`config.mk`:
```
export PLATFORM = sky130hd
export DESIGN_NAME = iod_delay_line_ctrl
export DESIGN_NICKNAME = d
export VERILOG_FILES = /design/src/rtl/iod_delay_line_ctrl.sv
export SDC_FILE = /design/constraint.sdc
export NUM_CORES = 1
export LEC_CHECK = 0
export CORE_UTILIZATION = 52
export CTS_BUF_LIST = sky130_fd_sc_hd__clkbuf_16
export CTS_CLUSTER_DIAMETER = 200
export CTS_CLUSTER_SIZE = 8
export DETAILED_ROUTE_END_ITERATION = 8
export PLACE_DENSITY = 0.77
export SLEW_MARGIN = 30
export SYNTH_ARGS = -nofsm -noshare
export SYNTH_HDL_FRONTEND = slang
export SYNTH_SLANG_ARGS = --single-unit
```
`constraint.sdc`:
```
create_clock -name FAB_CLK -period 6 [get_ports FAB_CLK]
set_clock_uncertainty 0.1 [all_clocks]
set_input_delay 1.2 -clock FAB_CLK [delete_from_list [all_inputs] [get_ports FAB_CLK]]
set_output_delay 1.2 -clock FAB_CLK [all_outputs]
set_load 0.01 [all_outputs]
```
`src/rtl/iod_delay_line_ctrl.sv`:
```
// Delay-line sequencer for a bank of PolarFire IOD lanes: MOVE/DIRECTION/LOAD pulse generation
// with per-lane shadow taps. Define IOD_DLY_CTRL_SOFT_LIMIT_EN to stop moves at the tap limits.
module iod_delay_line_ctrl #(
    parameter int NUM_LANES = 16,
    parameter int TAP_W     = 7,
    parameter int MAX_TAP   = 127,
    parameter int LOAD_TAP  = 1,
    parameter int MOVE_GAP  = 4,
    parameter int LANE_W    = $clog2(NUM_LANES)
) (
    input  logic                 FAB_CLK,
    input  logic                 ARST,
    input  logic                 REQ_VALID,
    output logic                 REQ_READY,
    input  logic [1:0]           REQ_OP,
    input  logic [LANE_W-1:0]    REQ_LANE,
    input  logic                 REQ_DIR,
    input  logic [TAP_W-1:0]     REQ_STEPS,
    output logic                 DONE,
    output logic [1:0]           DONE_STATUS,
    output logic [TAP_W-1:0]     TAP_POS,
    output logic [NUM_LANES-1:0] DELAY_LINE_MOVE,
    output logic [NUM_LANES-1:0] DELAY_LINE_DIRECTION,
    output logic [NUM_LANES-1:0] DELAY_LINE_LOAD,
    input  logic [NUM_LANES-1:0] DELAY_LINE_OUT_OF_RANGE
);
`ifdef IOD_DLY_CTRL_SOFT_LIMIT_EN
    localparam bit SOFT_LIMIT = 1'b1;
`else
    localparam bit SOFT_LIMIT = 1'b0;
`endif
    localparam int GAP_W = (MOVE_GAP > 1) ? $clog2(MOVE_GAP) : 1;
    localparam logic [GAP_W-1:0]  GAP_LAST = GAP_W'(MOVE_GAP - 1);
    localparam logic [TAP_W-1:0]  TAP_MAX  = TAP_W'(MAX_TAP);
    localparam logic [TAP_W-1:0]  TAP_LOAD = TAP_W'(LOAD_TAP);
    localparam logic [LANE_W:0]   LANES    = (LANE_W + 1)'(NUM_LANES);
    localparam logic [1:0] OP_MOVE = 2'b00, OP_LOAD = 2'b01, OP_LOAD_ALL = 2'b10;
    localparam logic [1:0] ST_OK = 2'b00, ST_SOFT = 2'b01, ST_RANGE = 2'b10, ST_BAD = 2'b11;

    typedef enum logic [2:0] {IDLE, SETUP, MOVE, GAP, LOAD, LWAIT, FIN} state_t;

    function automatic logic [NUM_LANES-1:0] lane_mask(input logic [LANE_W-1:0] lane);
        lane_mask = '0;
        lane_mask[lane] = 1'b1;
    endfunction

    // Saturating single-tap step: the shadow never wraps.
    function automatic logic [TAP_W-1:0] tap_step(input logic [TAP_W-1:0] tap, input logic dir);
        if (dir) tap_step = (tap == TAP_MAX) ? tap : tap + 1'b1;
        else     tap_step = (tap == '0) ? tap : tap - 1'b1;
    endfunction

    function automatic logic at_limit(input logic [TAP_W-1:0] tap, input logic dir);
        at_limit = SOFT_LIMIT && (dir ? (tap == TAP_MAX) : (tap == '0));
    endfunction

    state_t               state_q, state_d;
    logic [1:0]           status_q, status_d;
    logic [1:0]           op_q;
    logic [LANE_W-1:0]    lane_q;
    logic                 dir_q;
    logic [TAP_W-1:0]     rem_q;
    logic [GAP_W-1:0]     gap_q;
    logic [TAP_W-1:0]     tap_q [NUM_LANES];

    logic                 accept, bad_req, oor, check_edge;
    logic [TAP_W-1:0]     cur_tap, tap_after, fin_tap;
    logic [LANE_W-1:0]    sel_lane;
    logic [1:0]           sel_op;
    logic                 sel_dir;
    logic                 ready_d, done_d;
    logic [1:0]           status_o_d;
    logic [TAP_W-1:0]     tap_pos_d;
    logic [NUM_LANES-1:0] move_d, dir_d, load_d;

    assign accept     = (state_q == IDLE) && REQ_VALID && REQ_READY;
    assign bad_req    = (REQ_OP == 2'b11) || ((REQ_OP != OP_LOAD_ALL) && ({1'b0, REQ_LANE} >= LANES));
    assign cur_tap    = tap_q[lane_q];
    assign oor        = DELAY_LINE_OUT_OF_RANGE[lane_q];
    assign check_edge = (state_q == GAP) && (gap_q == '0);
    assign tap_after  = (check_edge && !oor) ? tap_step(cur_tap, dir_q) : cur_tap;
    assign fin_tap    = (state_q == GAP) ? tap_after :
                        ((state_q == LWAIT) && (op_q == OP_LOAD_ALL)) ? tap_q[0] : cur_tap;

    // In IDLE the request fields are not latched yet, so outputs for the first state use the inputs.
    assign sel_lane = (state_q == IDLE) ? REQ_LANE : lane_q;
    assign sel_op   = (state_q == IDLE) ? REQ_OP : op_q;
    assign sel_dir  = (state_q == IDLE) ? REQ_DIR : dir_q;

    always_ff @(posedge FAB_CLK or posedge ARST) begin
        if (ARST) begin
            state_q              <= IDLE;
            status_q             <= ST_OK;
            rem_q                <= '0;
            gap_q                <= '0;
            REQ_READY            <= 1'b0;
            DONE                 <= 1'b0;
            DONE_STATUS          <= '0;
            TAP_POS              <= '0;
            DELAY_LINE_MOVE      <= '0;
            DELAY_LINE_DIRECTION <= '0;
            DELAY_LINE_LOAD      <= '0;
        end else begin
            state_q              <= state_d;
            status_q             <= status_d;
            REQ_READY            <= ready_d;
            DONE                 <= done_d;
            DONE_STATUS          <= status_o_d;
            TAP_POS              <= tap_pos_d;
            DELAY_LINE_MOVE      <= move_d;
            DELAY_LINE_DIRECTION <= dir_d;
            DELAY_LINE_LOAD      <= load_d;
            if (accept) rem_q <= REQ_STEPS;
            else if (state_q == MOVE) rem_q <= rem_q - 1'b1;
            if (state_q == MOVE || state_q == LOAD) gap_q <= GAP_LAST;
            else if ((state_q == GAP || state_q == LWAIT) && gap_q != '0) gap_q <= gap_q - 1'b1;
        end
    end

    always_ff @(posedge FAB_CLK) begin
        if (accept) begin
            op_q   <= REQ_OP;
            lane_q <= REQ_LANE;
            dir_q  <= REQ_DIR;
        end
    end

    always_ff @(posedge FAB_CLK or posedge ARST) begin
        if (ARST) begin
            for (int i = 0; i < NUM_LANES; i++) tap_q[i] <= TAP_LOAD;
        end else if (state_q == LOAD) begin
            if (op_q == OP_LOAD_ALL) begin
                for (int i = 0; i < NUM_LANES; i++) tap_q[i] <= TAP_LOAD;
            end else begin
                tap_q[lane_q] <= TAP_LOAD;
            end
        end else if (check_edge && !oor) begin
            tap_q[lane_q] <= tap_after;
        end
    end

    always_comb begin
        state_d  = state_q;
        status_d = status_q;
        case (state_q)
            IDLE: if (accept) begin
                status_d = ST_OK;
                if (bad_req) begin
                    state_d  = FIN;
                    status_d = ST_BAD;
                end else if (REQ_OP == OP_MOVE) state_d = SETUP;
                else state_d = LOAD;
            end
            SETUP: begin
                if (rem_q == '0) state_d = FIN;
                else if (at_limit(cur_tap, dir_q)) begin
                    state_d  = FIN;
                    status_d = ST_SOFT;
                end else state_d = MOVE;
            end
            MOVE: state_d = GAP;
            // The range flag is judged only in the last gap cycle, once the IOD has settled.
            GAP: if (gap_q == '0) begin
                if (oor) begin
                    state_d  = FIN;
                    status_d = ST_RANGE;
                end else if (rem_q == '0) state_d = FIN;
                else if (at_limit(tap_after, dir_q)) begin
                    state_d  = FIN;
                    status_d = ST_SOFT;
                end else state_d = MOVE;
            end
            LOAD:  state_d = LWAIT;
            LWAIT: if (gap_q == '0) state_d = FIN;
            FIN:   state_d = IDLE;
            default: state_d = IDLE;
        endcase
    end

    always_comb begin
        ready_d    = (state_d == IDLE);
        done_d     = 1'b0;
        status_o_d = '0;
        tap_pos_d  = '0;
        move_d     = '0;
        dir_d      = '0;
        load_d     = '0;
        case (state_d)
            SETUP, GAP: dir_d = sel_dir ? lane_mask(sel_lane) : '0;
            MOVE: begin
                move_d = lane_mask(sel_lane);
                dir_d  = sel_dir ? lane_mask(sel_lane) : '0;
            end
            LOAD: load_d = (sel_op == OP_LOAD_ALL) ? '1 : lane_mask(sel_lane);
            FIN: begin
                done_d     = 1'b1;
                status_o_d = status_d;
                tap_pos_d  = (status_d == ST_BAD) ? '0 : fin_tap;
            end
            default: ;
        endcase
    end
endmodule
```
==> results.md, run 1 <==
- Run status: complete, no violations
- Synth Cell Area: 0.00928 mm²
- Die height: 136 µm
- Pwr dens: 354 mW/mm²
- Initial antenna violation count: 0
- Post-Route Utilization: 63.1%
- Worst IR drop on VDD: 0.239 mV
- Clk_lat worst skew: 440 ps
- DRT antenna net count: 0
- Vias in the first global route: 7083
- Area growth, synth to finish: 18.1%
- Final Slew Violations: 0
- Async SR Flop Fraction: 96.4%
- Slew @ Worst Pin: 908 ps
- Routed WL: 25.3 mm
- Avg Cell Area, Syn: 11.4 µm²
- Largest net degree at the start of global routing: 186
- N_diodes: 0
- Worst Setup End Kind: flip-flop
- Fmax: 230 MHz
- IO Pins: 92
- Xor and xnor area share after synthesis: 1.04%
- Crit-path max cell delay: 780 ps
- Drc violations: 0
- Multi-input logic area: 0.00405 mm²
- Vias/cell: 6.42
- Clk slew on worst S/H paths: 80 ps
- Crit path DAT: 4630 ps
- HP Class: flip-flop to flip-flop
- # setup viols final: 0
- Fin crit period: 4350 ps
- Die ar.: 0.0184 mm²
- H-tree levels: 4
- RSZ-0062 raised after global routing: false
- Register-to-register path setup slack: 1650 ps
- First-pass GRT wire length: 40.0 mm
- CP Cell Sequence: buf_4 -> mux4_1 -> a22oi_1 -> nand2_2 -> inv_1 -> ha_1 -> and3_1 -> nand2_1 -> a22oi_1 -> o311a_1 -> a22o_1
- CP top delay family: compound AO/OA/AOI/OAI gates
- Post-synth EDFFs: 7
- Worst r2r src: lane_q[0]
- Hold_sp: tap_q[48]
- GRT Overall Usage: 29.2%
- Syn Inst Count: 813
- Die width: 136 µm
- Hold depth: 2
- Yosys top cell by area: dfrtp_1
- Pleak: 0.00470 µW
- DR iter-0 viols: 922
- #FFs+latches synth: 192
- Clock Path Buffers: 2
- Kind of critical path: flip-flop to flip-flop
- CTS sink count: 192
- Clock buffer count from CTS: 17
- Endpoints failing hold: 0
- Initial core utilization: 53.4%
- Post-synth top area share: 45.6%
- Flip-flop and latch area: 0.00486 mm²
- # nets final: 931
- Post-synthesis adder-cell area fraction: 0.674%
- CTS tree: built
- Worst Reg-to-Reg Cells: 11
- Multiplexer share of the synthesized area: 9.55%
- Largest family of logic cells by synthesized area: compound AO/OA/AOI/OAI gates
- Hpwl dp: 16.7 mm
- Setup Fix Bufs, Post-CTS: 0
- Setup TNS: 0 ps
- Top_reg_cell synth: dfrtp_1
- Fillcell total: 1347
- Synth cell types: 75
- Tot Pwr: 3880 µW
- Hold buffer count at cts: 0
- Fraction of layout cells with a size suffix above 1: 13.6%
- MaxCap Viol Count: 0
- Post-cts sizing count: 0
- Slew HR: 39.5%
- Drt wl/cell: 22.4 µm
- Placer Congestion: 0.833
- DRT Pass-1 Iters: 7
- Number of cell rows: 48
- Hold Crit Endpoint: tap_q[48]
- Synth area leaders: dfrtp_1, a22o_1, mux4_2
- Post-synthesis sequential area ratio: 52.4%
- Synth Area in Compound Gates: 18.9%
- Net count after synthesis: 851
- Port Buf Inserts: 91
- Startpoint Class: flip-flop
- Via count: 7260
- Crit-path slowest cell: edfxtp_1
- Period utilisation layout: 72.4%
- Core area: 0.0174 mm²
- Synth warnings: 0
- Required time worst endpoint: 6280 ps
- Gr ovfl total: 0
- Synth Area in Simple Gates: 13.5%
- Buffers & Inverters on Critical Path: 2
- Worst Path Max Fanout: 17
- Worst reg2reg path endpoint: tap_q[64]
- Crit-path most repeated cell: a22oi_1
- Root buffer cell: clkbuf_16
[Yosys cell counts (6+ instances only)]
cell type and instances:
clkbuf_1 21, nand2_1 77, nand2b_1 6, a21oi_1 56, nor2_1 56, xnor2_1 7, a22o_1 76, o31ai_1 9
dfrtp_1 169, mux4_2 21, and3_1 6, o21ai_1 8, inv_1 23, dfstp_2 16, nor3_1 6, nor2b_1 22
o21ai_0 49, a22oi_1 9, mux4_1 11, buf_6 7, mux2i_1 9, buf_2 12, nor3_2 7, edfxtp_1 7
nand3_1 19
[worst max-delay path by stage]
stage               slack, ps                       to  cells after the start                        from
floorplan                2330  DELAY_LINE_DIRECTION[0]                      1                        ARST
global placement         1760                tap_q[35]                     10  DELAY_LINE_OUT_OF_RANGE[3]
detailed placement       1690                tap_q[35]                     10  DELAY_LINE_OUT_OF_RANGE[3]
CTS                      1720                tap_q[64]                     11                   lane_q[0]
global route             1410                tap_q[64]                     11                   lane_q[0]
finish                   1650                tap_q[64]                     11                   lane_q[0]
[registers in the layout, summed over array words and instances (netlist names)]
name	flops
dir_q	1
status_q	2
DONE_STATUS	2
REQ_READY	1
DELAY_LINE_MOVE	16
op_q	2
DELAY_LINE_DIRECTION	16
tap_q	112
DONE	1
DELAY_LINE_LOAD	16
rem_q	7
lane_q	4
state_q	3
TAP_POS	7
gap_q	2
[routing by layer]
| metal | part of all wire (%) | up-vias | track usage (%) |
|---|---|---|---|
| li1 | - | 3170 | - |
| met1 | 42 | 3614 | 42.1 |
| met2 | 47 | 429 | 43.7 |
| met3 | 9.1 | 47 | 5.76 |
| met4 | 2.3 | 0 | 11.2 |
| met5 | 0 | - | 0 |
[final cells by class]
type	instances	area share [%]
timing repair buffer	107	9.71
inverter	24	0.856
tap	225	2.57
sequential	192	44.3
clock inverter	15	1.64
multi-input combinational	551	37.0
clock buffer	17	3.88
[tightest hold or removal path, stage by stage, from the launching register on]
cell     delay, ps
dfrtp_1        350
nand2_1         50
o31ai_1         60
[layout by cell type, fill, tap and decap left out, types with 11 or more instances in the layout]
| master | n |
|---|---|
| nor2b_1 | 22 |
| o21ai_0 | 49 |
| inv_1 | 22 |
| buf_4 | 14 |
| clkdlybuf4s50_1 | 91 |
| clkbuf_16 | 17 |
| a21oi_1 | 56 |
| dfrtp_1 | 169 |
| mux4_2 | 21 |
| mux4_1 | 11 |
| nand2_1 | 77 |
| nor2_1 | 56 |
| a22o_1 | 76 |
| nand3_1 | 19 |
| dfstp_2 | 16 |
[cells by family (layout without fill, tap and decap cells)]
kind of cell	count (synthesis)	count (layout)
AOI/OAI and AO/OA	249	249
xor gates and xnor gates	11	11
adders and majority gates	5	5
buffers and inverters	70	163
DFF	192	192
muxes	44	44
and+or+nand+nor	242	242
[power by group]
group          total (µW)  switching [µW]  internal [µW]
Combinational         962             544            419
Sequential           1740             176           1570
Clock                1170             569            605
[per-stage QoR]
stage                     hold slack, ps  instance area (µm²)  worst slack, ps  instances
after global routing                 406                11000             1410       1131
after global placement               358                10300             1760       1098
after floorplan                      340                 9280             2330        813
after detailed placement             366                10300             1690       1098
final                                385                11000             1650       1131
after CTS                            384                10900             1720       1130
Power figures use the tool's default switching activity.
==> inputs of run 2 (changes only) <==
--- a/config.mk
+++ b/config.mk
@@ -5,12 +5,12 @@
 export SDC_FILE = /design/constraint.sdc
 export NUM_CORES = 1
 export LEC_CHECK = 0
-export CORE_UTILIZATION = 52
+export CORE_UTILIZATION = 57
 export CTS_BUF_LIST = sky130_fd_sc_hd__clkbuf_16
 export CTS_CLUSTER_DIAMETER = 200
 export CTS_CLUSTER_SIZE = 8
 export DETAILED_ROUTE_END_ITERATION = 8
-export PLACE_DENSITY = 0.77
+export PLACE_DENSITY = 0.8
 export SLEW_MARGIN = 30
 export SYNTH_ARGS = -nofsm -noshare
 export SYNTH_HDL_FRONTEND = slang
==> constraint.sdc (replaced) <==
create_clock -name FAB_CLK -period 4.3 [get_ports FAB_CLK]
set_clock_uncertainty 0.1 [all_clocks]
set_input_delay 0.86 -clock FAB_CLK [delete_from_list [all_inputs] [get_ports FAB_CLK]]
set_output_delay 0.86 -clock FAB_CLK [all_outputs]
set_load 0.01 [all_outputs]
==> run 2 against run 1 <==
Compared with the run above: setup slack got worse by 1100 ps; fmax increased by 15%; final cell count increased by 0.44%; first-iteration DRC count increased by 2.0%; sequential share of layout area decreased by 0.40 points; clock power increased by 34%; sequential cell count unchanged; core utilization increased by 6.5 points; critical path depth unchanged; via count increased by 1.5%; final area increased by 0.90%.
==> results.md, run 2 (same netlist as run 1, synthesis figures left out) <==
- Run status: complete, no violations
- First-pass GRT wire length: 38.6 mm (-3.5%)
- Area growth, synth to finish: 19.2%
- Post-Route Utilization: 69.6% (+6.5 points)
- Worst IR drop on VDD: 0.324 mV (+36%)
- Fraction of layout cells with a size suffix above 1: 15.0% (+1.4 points)
- Initial core utilization: 58.4% (+4.9 points)
- Setup Fix Bufs, Post-CTS: 0 (unchanged)
- DP Area: 0.0105 mm² (+1.3%)
- Final instance area: 0.0111 mm² (+0.90%)
- Fillcell total: 1150 (-15%)
- Met3 wire len: 2.28 mm (-1.5%)
- Endpoints failing hold: 0 (unchanged)
- Gr ovfl total: 0 (unchanged)
- Post-cts sizing count: 0 (unchanged)
- # setup viols final: 0 (unchanged)
- Worst Reg-to-Reg Cells: 11 (unchanged)
- DRT Pass-1 Iters: 6 (-1)
- Vias in the first global route: 6931 (-2.1%)
- Core area: 0.0159 mm² (-8.5%)
- RSZ-0062 raised after global routing: false
- Commonest non-fill, non-tap cells in the layout: dfrtp_1, clkdlybuf4s50_1, nand2_1, a22o_1
- HP Class: flip-flop to flip-flop
- H-tree levels: 4 (unchanged)
- Placer Congestion: 0.968 (+16%)
- Fin crit period: 3770 ps (-573 ps)
- # nets final: 945 (+1.5%)
- Drc violations: 0 (unchanged)
- Worst reg2reg path endpoint: tap_q[50]
- Crit path DAT: 4050 ps (-580 ps)
- Slew @ Worst Pin: 944 ps (+36.3 ps)
- Max reg flops: 112 (unchanged)
- Pwr dens: 484 mW/mm² (+37%)
- CTS tree: built
- Critical path capture point: tap_q[50]
- Most common cell after layout, fill and taps aside: dfrtp_1
- Largest net degree at the start of global routing: 118 (-37%)
- Initial antenna violation count: 0 (unchanged)
- Clk slew on worst S/H paths: 70 ps (about the same)
- M1 WL: 10.3 mm (-2.9%)
- Die width: 130 µm (-4.4%)
- Slew HR: 37.1% (-2.4 points)
- IO Pins: 92 (unchanged)
- Number of cell rows: 46 (-4.2%)
- Met2 routed wirelength: 11.1 mm (-5.8%)
- Worst r2r src: lane_q[0]
- N_diodes: 0 (unchanged)
- MaxCap Viol Count: 0 (unchanged)
- Tot Pwr: 5350 µW (+38%)
- Clk_lat worst skew: 440 ps (about the same)
- Max Used Layer: met4
- Hpwl dp: 16.3 mm (-2.5%)
- Setup TNS: 0 ps (unchanged)
- Drt wl/cell: 21.6 µm (-3.4%)
- Die height: 130 µm (-4.4%)
- Clock buffer count from CTS: 17 (unchanged)
- DRT antenna net count: 0 (unchanged)
- Critical path startpoint: lane_q[0]
- Clock Path Buffers: 2 (unchanged)
- Pleak: 0.00476 µW (+1.3%)
- Worst Path Max Fanout: 29 (+12)
- DR iter-0 viols: 940 (+2.0%)
- Routed WL: 24.5 mm (-3.0%)
- CTS sink count: 192 (unchanged)
- Worst Setup End Kind: flip-flop
- Hold buffer count at cts: 0 (unchanged)
- Vias/cell: 6.49 (+1.1%)
- Root buffer cell: clkbuf_16
- Startpoint Class: flip-flop
- Kind of critical path: flip-flop to flip-flop
- Die ar.: 0.0168 mm² (-8.6%)
- Biggest register: tap_q
- Required time worst endpoint: 4570 ps (-1710 ps)
- Via count: 7370 (+1.5%)
- Register-to-register path setup slack: 530 ps (-1130 ps)
- Final Slew Violations: 0 (unchanged)
- GRT Overall Usage: 31.0% (+1.8 points)
- Port Buf Inserts: 91 (unchanged)
- Fmax: 265 MHz (+15%)
- Period utilisation layout: 87.7% (+15 points)
==> run 2: cell types whose count changed in the layout (fill, tap and decap cells not counted), sizes merged <==
cell / previous run / this run
inv: 35 / 33
bufinv: 1 / 0
buf: 16 / 30
clkinv: 2 / 3
clkinvlp: 1 / 3
==> run 2: critical path, cell delays in order (launching register included) <==
cell and delay (ps):
edfxtp_1 380, buf_12 250, mux4_1 610, a22oi_1 320, nand2_2 160, inv_1 110
ha_1 190, and3_1 230, nand2_1 90, a22oi_1 200, o311a_1 790, a22o_1 280
==> run 2: through the flow <==
step           worst slack, ps  hold slack [ps]  cells
6_report                   527              377   1136
5_1_grt                    371              395   1136
4_1_cts                    613              374   1136
3_5_place_dp               393              365   1104
3_3_place_gp               417              356   1104
2_1_floorplan              975              340    813
==> run 2: per-layer routing <==
| metal | global-route usage, % | vias up |
|---|---|---|
| li1 | - | 3192 |
| met1 | 43.5 | 3645 |
| met4 | 12.2 | 0 |
| met3 | 7.51 | 88 |
| met5 | 0 | - |
| met2 | 46.9 | 445 |
==> run 2: power by group <==
part	total, µW	switching (µW)	internal, µW	leakage (µW)
Combinational	1370	768	600	0.00195
Clock	1570	786	783	0.000282
Sequential	2420	232	2180	0.00253
==> run 2: worst min-delay path by stage <==
stage | to | startpoint | slack, ps | cells after the start
final | tap_q[55] | tap_q[55] | 380 | 2
after floorplan | gap_q[0] | gap_q[0] | 340 | 1
after global routing | gap_q[0] | gap_q[0] | 400 | 1
after global placement | tap_q[6] | tap_q[6] | 360 | 2
after detailed placement | tap_q[55] | tap_q[55] | 360 | 2
after CTS | gap_q[0] | gap_q[0] | 370 | 1
==> run 2: final cells by class <==
| type | count | area (µm²) | area share [%] |
|---|---|---|---|
| repair buffers | 121 | 1190 | 10.7 |
| flip-flops and latches | 192 | 4860 | 44.0 |
| multi-input cells | 551 | 4060 | 36.7 |
| clock inverters | 15 | 161 | 1.46 |
| well taps | 216 | 270 | 2.44 |
| clock buffers | 17 | 425 | 3.85 |
| inverters | 24 | 93.8 | 0.849 |
==> inputs of run 3 (changes only) <==
--- a/config.mk
+++ b/config.mk
@@ -5,12 +5,12 @@
 export SDC_FILE = /design/constraint.sdc
 export NUM_CORES = 1
 export LEC_CHECK = 0
-export CORE_UTILIZATION = 57
+export CORE_UTILIZATION = 45
 export CTS_BUF_LIST = sky130_fd_sc_hd__clkbuf_16
 export CTS_CLUSTER_DIAMETER = 200
 export CTS_CLUSTER_SIZE = 8
 export DETAILED_ROUTE_END_ITERATION = 8
-export PLACE_DENSITY = 0.8
+export PLACE_DENSITY = 0.65
 export SLEW_MARGIN = 30
 export SYNTH_ARGS = -nofsm -noshare
 export SYNTH_HDL_FRONTEND = slang
==> run 3 against run 2 <==
Compared with the run above: power up 2.4%; largest power group unchanged; sequential cell count is the same; worst hold slack worse by 11 ps; critical path type unchanged; highest routed layer unchanged; sequential power about the same; largest cell class unchanged.
==> results.md, run 3 (same netlist as run 1, synthesis figures left out) <==
- CTS tree: built
- Fmax: 267 MHz (+0.75%)
- Pre-CTS setup slack: 382 ps (-10.2 ps)
- Vias in the first global route: 6957 (+0.38%)
- Crit-path max cell delay: 700 ps (-90 ps)
- Largest net degree at the start of global routing: 70 (-41%)
- Biggest register: tap_q
- Smallest setup slack after layout: 555 ps (+28.0 ps)
- # nets final: 949 (+0.42%)
- Clock network power share: 31.0% (+1.7 points)
- DRT Pass-1 Iters: 7 (+1)
- CP Cell Sequence: buf_12 -> mux4_1 -> a22oi_1 -> nand2_1 -> inv_1 -> ha_1 -> and3_1 -> nand2_1 -> a22oi_1 -> o311a_1 -> a22o_1
- Worst Setup End Kind: flip-flop
- Max reg flops: 112 (unchanged)
- Net Sw Power: 1870 µW (+4.6%)
- Hpwl dp: 17.9 mm (+9.3%)
- # setup viols final: 0 (unchanged)
- Flip-flop and latch area: 0.00486 mm² (unchanged)
- Final Slew Violations: 0 (unchanged)
- Number of cell rows: 52 (+13%)
- Worst Reg-to-Reg Cells: 11 (unchanged)
- Core area: 0.0202 mm² (+27%)
- Setup TNS: 0 ps (unchanged)
- GRT Overall Usage: 25.5% (-5.6 points)
- Initial core utilization: 45.8% (-13 points)
- Hold buffer count at cts: 0 (unchanged)
- Required time worst endpoint: 4580 ps (about the same)
- RSZ-0062 raised after global routing: false
- Gr ovfl total: 0 (unchanged)
- Die width: 146 µm (+12%)
- Clock buffer count from CTS: 17 (unchanged)
- Clk_lat worst skew: 440 ps (about the same)
- Root buffer cell: clkbuf_16
- Clock Path Buffers: 2 (unchanged)
- Worst reg2reg path endpoint: tap_q[8]
- Multi-input logic area: 0.00405 mm² (-0.15%)
- Post-Place Cells: 1161 (+5.2%)
- Pleak: 0.00481 µW (+1.1%)
- Setup Fix Bufs, Post-CTS: 0 (unchanged)
- Int Power: 3620 µW (+1.4%)
- Slew @ Worst Pin: 868 ps (-76.0 ps)
- Tot Pwr: 5480 µW (+2.4%)
- Kind of critical path: flip-flop to flip-flop
- Routed WL: 26.0 mm (+6.0%)
- Period utilisation layout: 87.1% (-0.65 points)
- H-tree levels: 4 (unchanged)
- Run status: complete, no violations
- Drt wl/cell: 21.8 µm (+0.89%)
- Drc violations: 0 (unchanged)
- Hold_sp: gap_q[0]
- Non-filler instance count after layout: 1194 (+5.1%)
- Most common cell after layout, fill and taps aside: dfrtp_1
- Worst r2r src: lane_q[0]
- Post-Route Utilization: 55.5% (-14 points)
- Seq pwr share: 44.3% (-0.8 points)
- Hold depth: 1 (-1)
- Pwr dens: 488 mW/mm² (+0.84%)
- Startpoint Class: flip-flop
- Slew HR: 42.1% (+5.1 points)
- Via count: 7181 (-2.6%)
- Die height: 146 µm (+12%)
- N_diodes: 0 (unchanged)
- Placer Congestion: 0.849 (-12%)
- Commonest non-fill, non-tap cells in the layout: dfrtp_1, clkdlybuf4s50_1, nand2_1, a22o_1
- DR iter-0 viols: 653 (-31%)
- MaxCap Viol Count: 0 (unchanged)
- CTS sink count: 192 (unchanged)
- Worst IR drop on VDD: 0.291 mV (-10%)
- Register-to-register path setup slack: 560 ps (+30 ps)
- Fraction of layout cells with a size suffix above 1: 15.3% (+0.26 points)
- Fin crit period: 3740 ps (-28.0 ps)
- Die ar.: 0.0212 mm² (+26%)
- Post-cts sizing count: 0 (unchanged)
- Initial antenna violation count: 0 (unchanged)
- Endpoints failing hold: 0 (unchanged)
- DRT antenna net count: 0 (unchanged)
- Sw frac: 34.1% (+0.70 points)
- Port Buf Inserts: 91 (unchanged)
- IO Pins: 92 (unchanged)
- Comb pwr share: 24.7% (-0.9 points)
- HP Class: flip-flop to flip-flop
- Fillcell total: 1693 (+47%)
- Crit-path slowest cell: o311a_1
- Crit path DAT: 4020 ps (-30 ps)
- Hold Crit Endpoint: gap_q[0]
- Clk slew on worst S/H paths: 80 ps (about the same)
- Worst Path Max Fanout: 31 (+6.9%)
- First-pass GRT wire length: 41.1 mm (+6.6%)
- Vias/cell: 6.01 (-7.3%)
- Area growth, synth to finish: 21.1%
run 3: cell types whose count changed in the layout (fill, tap and decap cells not counted), moves of 2 or more:
cell        before  now
clkinvlp_4       3    1
inv_12           1    5
inv_6            5    1
buf_4           26   29
clkinv_8         2    5
run 3: area by class of cell:
cell class / instances / share of cell area (%)
clock buffers: 17 / 3.79
multi-input cells: 551 / 36.1
repair buffers: 125 / 11.0
flip-flops and latches: 192 / 43.3
well taps: 270 / 3.01
clock inverters: 15 / 2.01
inverters: 24 / 0.835
run 3: worst max path at each step:
stage	from	endpoint	cells past startpoint
5_1_grt	lane_q[0]	tap_q[8]	11
3_3_place_gp	DELAY_LINE_OUT_OF_RANGE[3]	tap_q[105]	9
4_1_cts	lane_q[0]	tap_q[8]	11
3_5_place_dp	DELAY_LINE_OUT_OF_RANGE[3]	tap_q[105]	9
6_report	lane_q[0]	tap_q[8]	11
2_1_floorplan	ARST	DELAY_LINE_DIRECTION[0]	1
run 3: metrics by stage:
step	hold WS, ps	area, µm²
floorplan	340	9280
global placement	357	10600
detailed placement	360	10600
CTS	371	11200
global route	403	11200
finish	366	11200
run 3: per-layer routing:
| layer | GRT usage, % | vias up | share of wire (%) |
|---|---|---|---|
| met1 | 37.6 | 3641 | 46 |
| met4 | 7.00 | 0 | 1.7 |
| met2 | 37.2 | 292 | 45 |
| met5 | 0 | - | 0 |
| li1 | - | 3213 | - |
| met3 | 6.61 | 35 | 7.2 |
run 3: critical path, delay by kind of cell, from the launching register on:
kind                     cells  cell delay, ps
AO/OA/AOI/OAI                4            1400
multiplexers                 1             590
AND/OR/NAND/NOR              3             580
flip-flops                   1             390
buffers and inverters        2             390
adder cells (fa/ha/maj)      1             210
run 3: power by group through the flow:
stage	registers (µW)	logic [µW]	clock network [µW]
final	2430	1350	1700
after floorplan	2350	1020	0
after global routing	2470	1490	1780
after global placement	2450	1320	0
after detailed placement	2450	1350	0
after CTS	2420	1350	1720
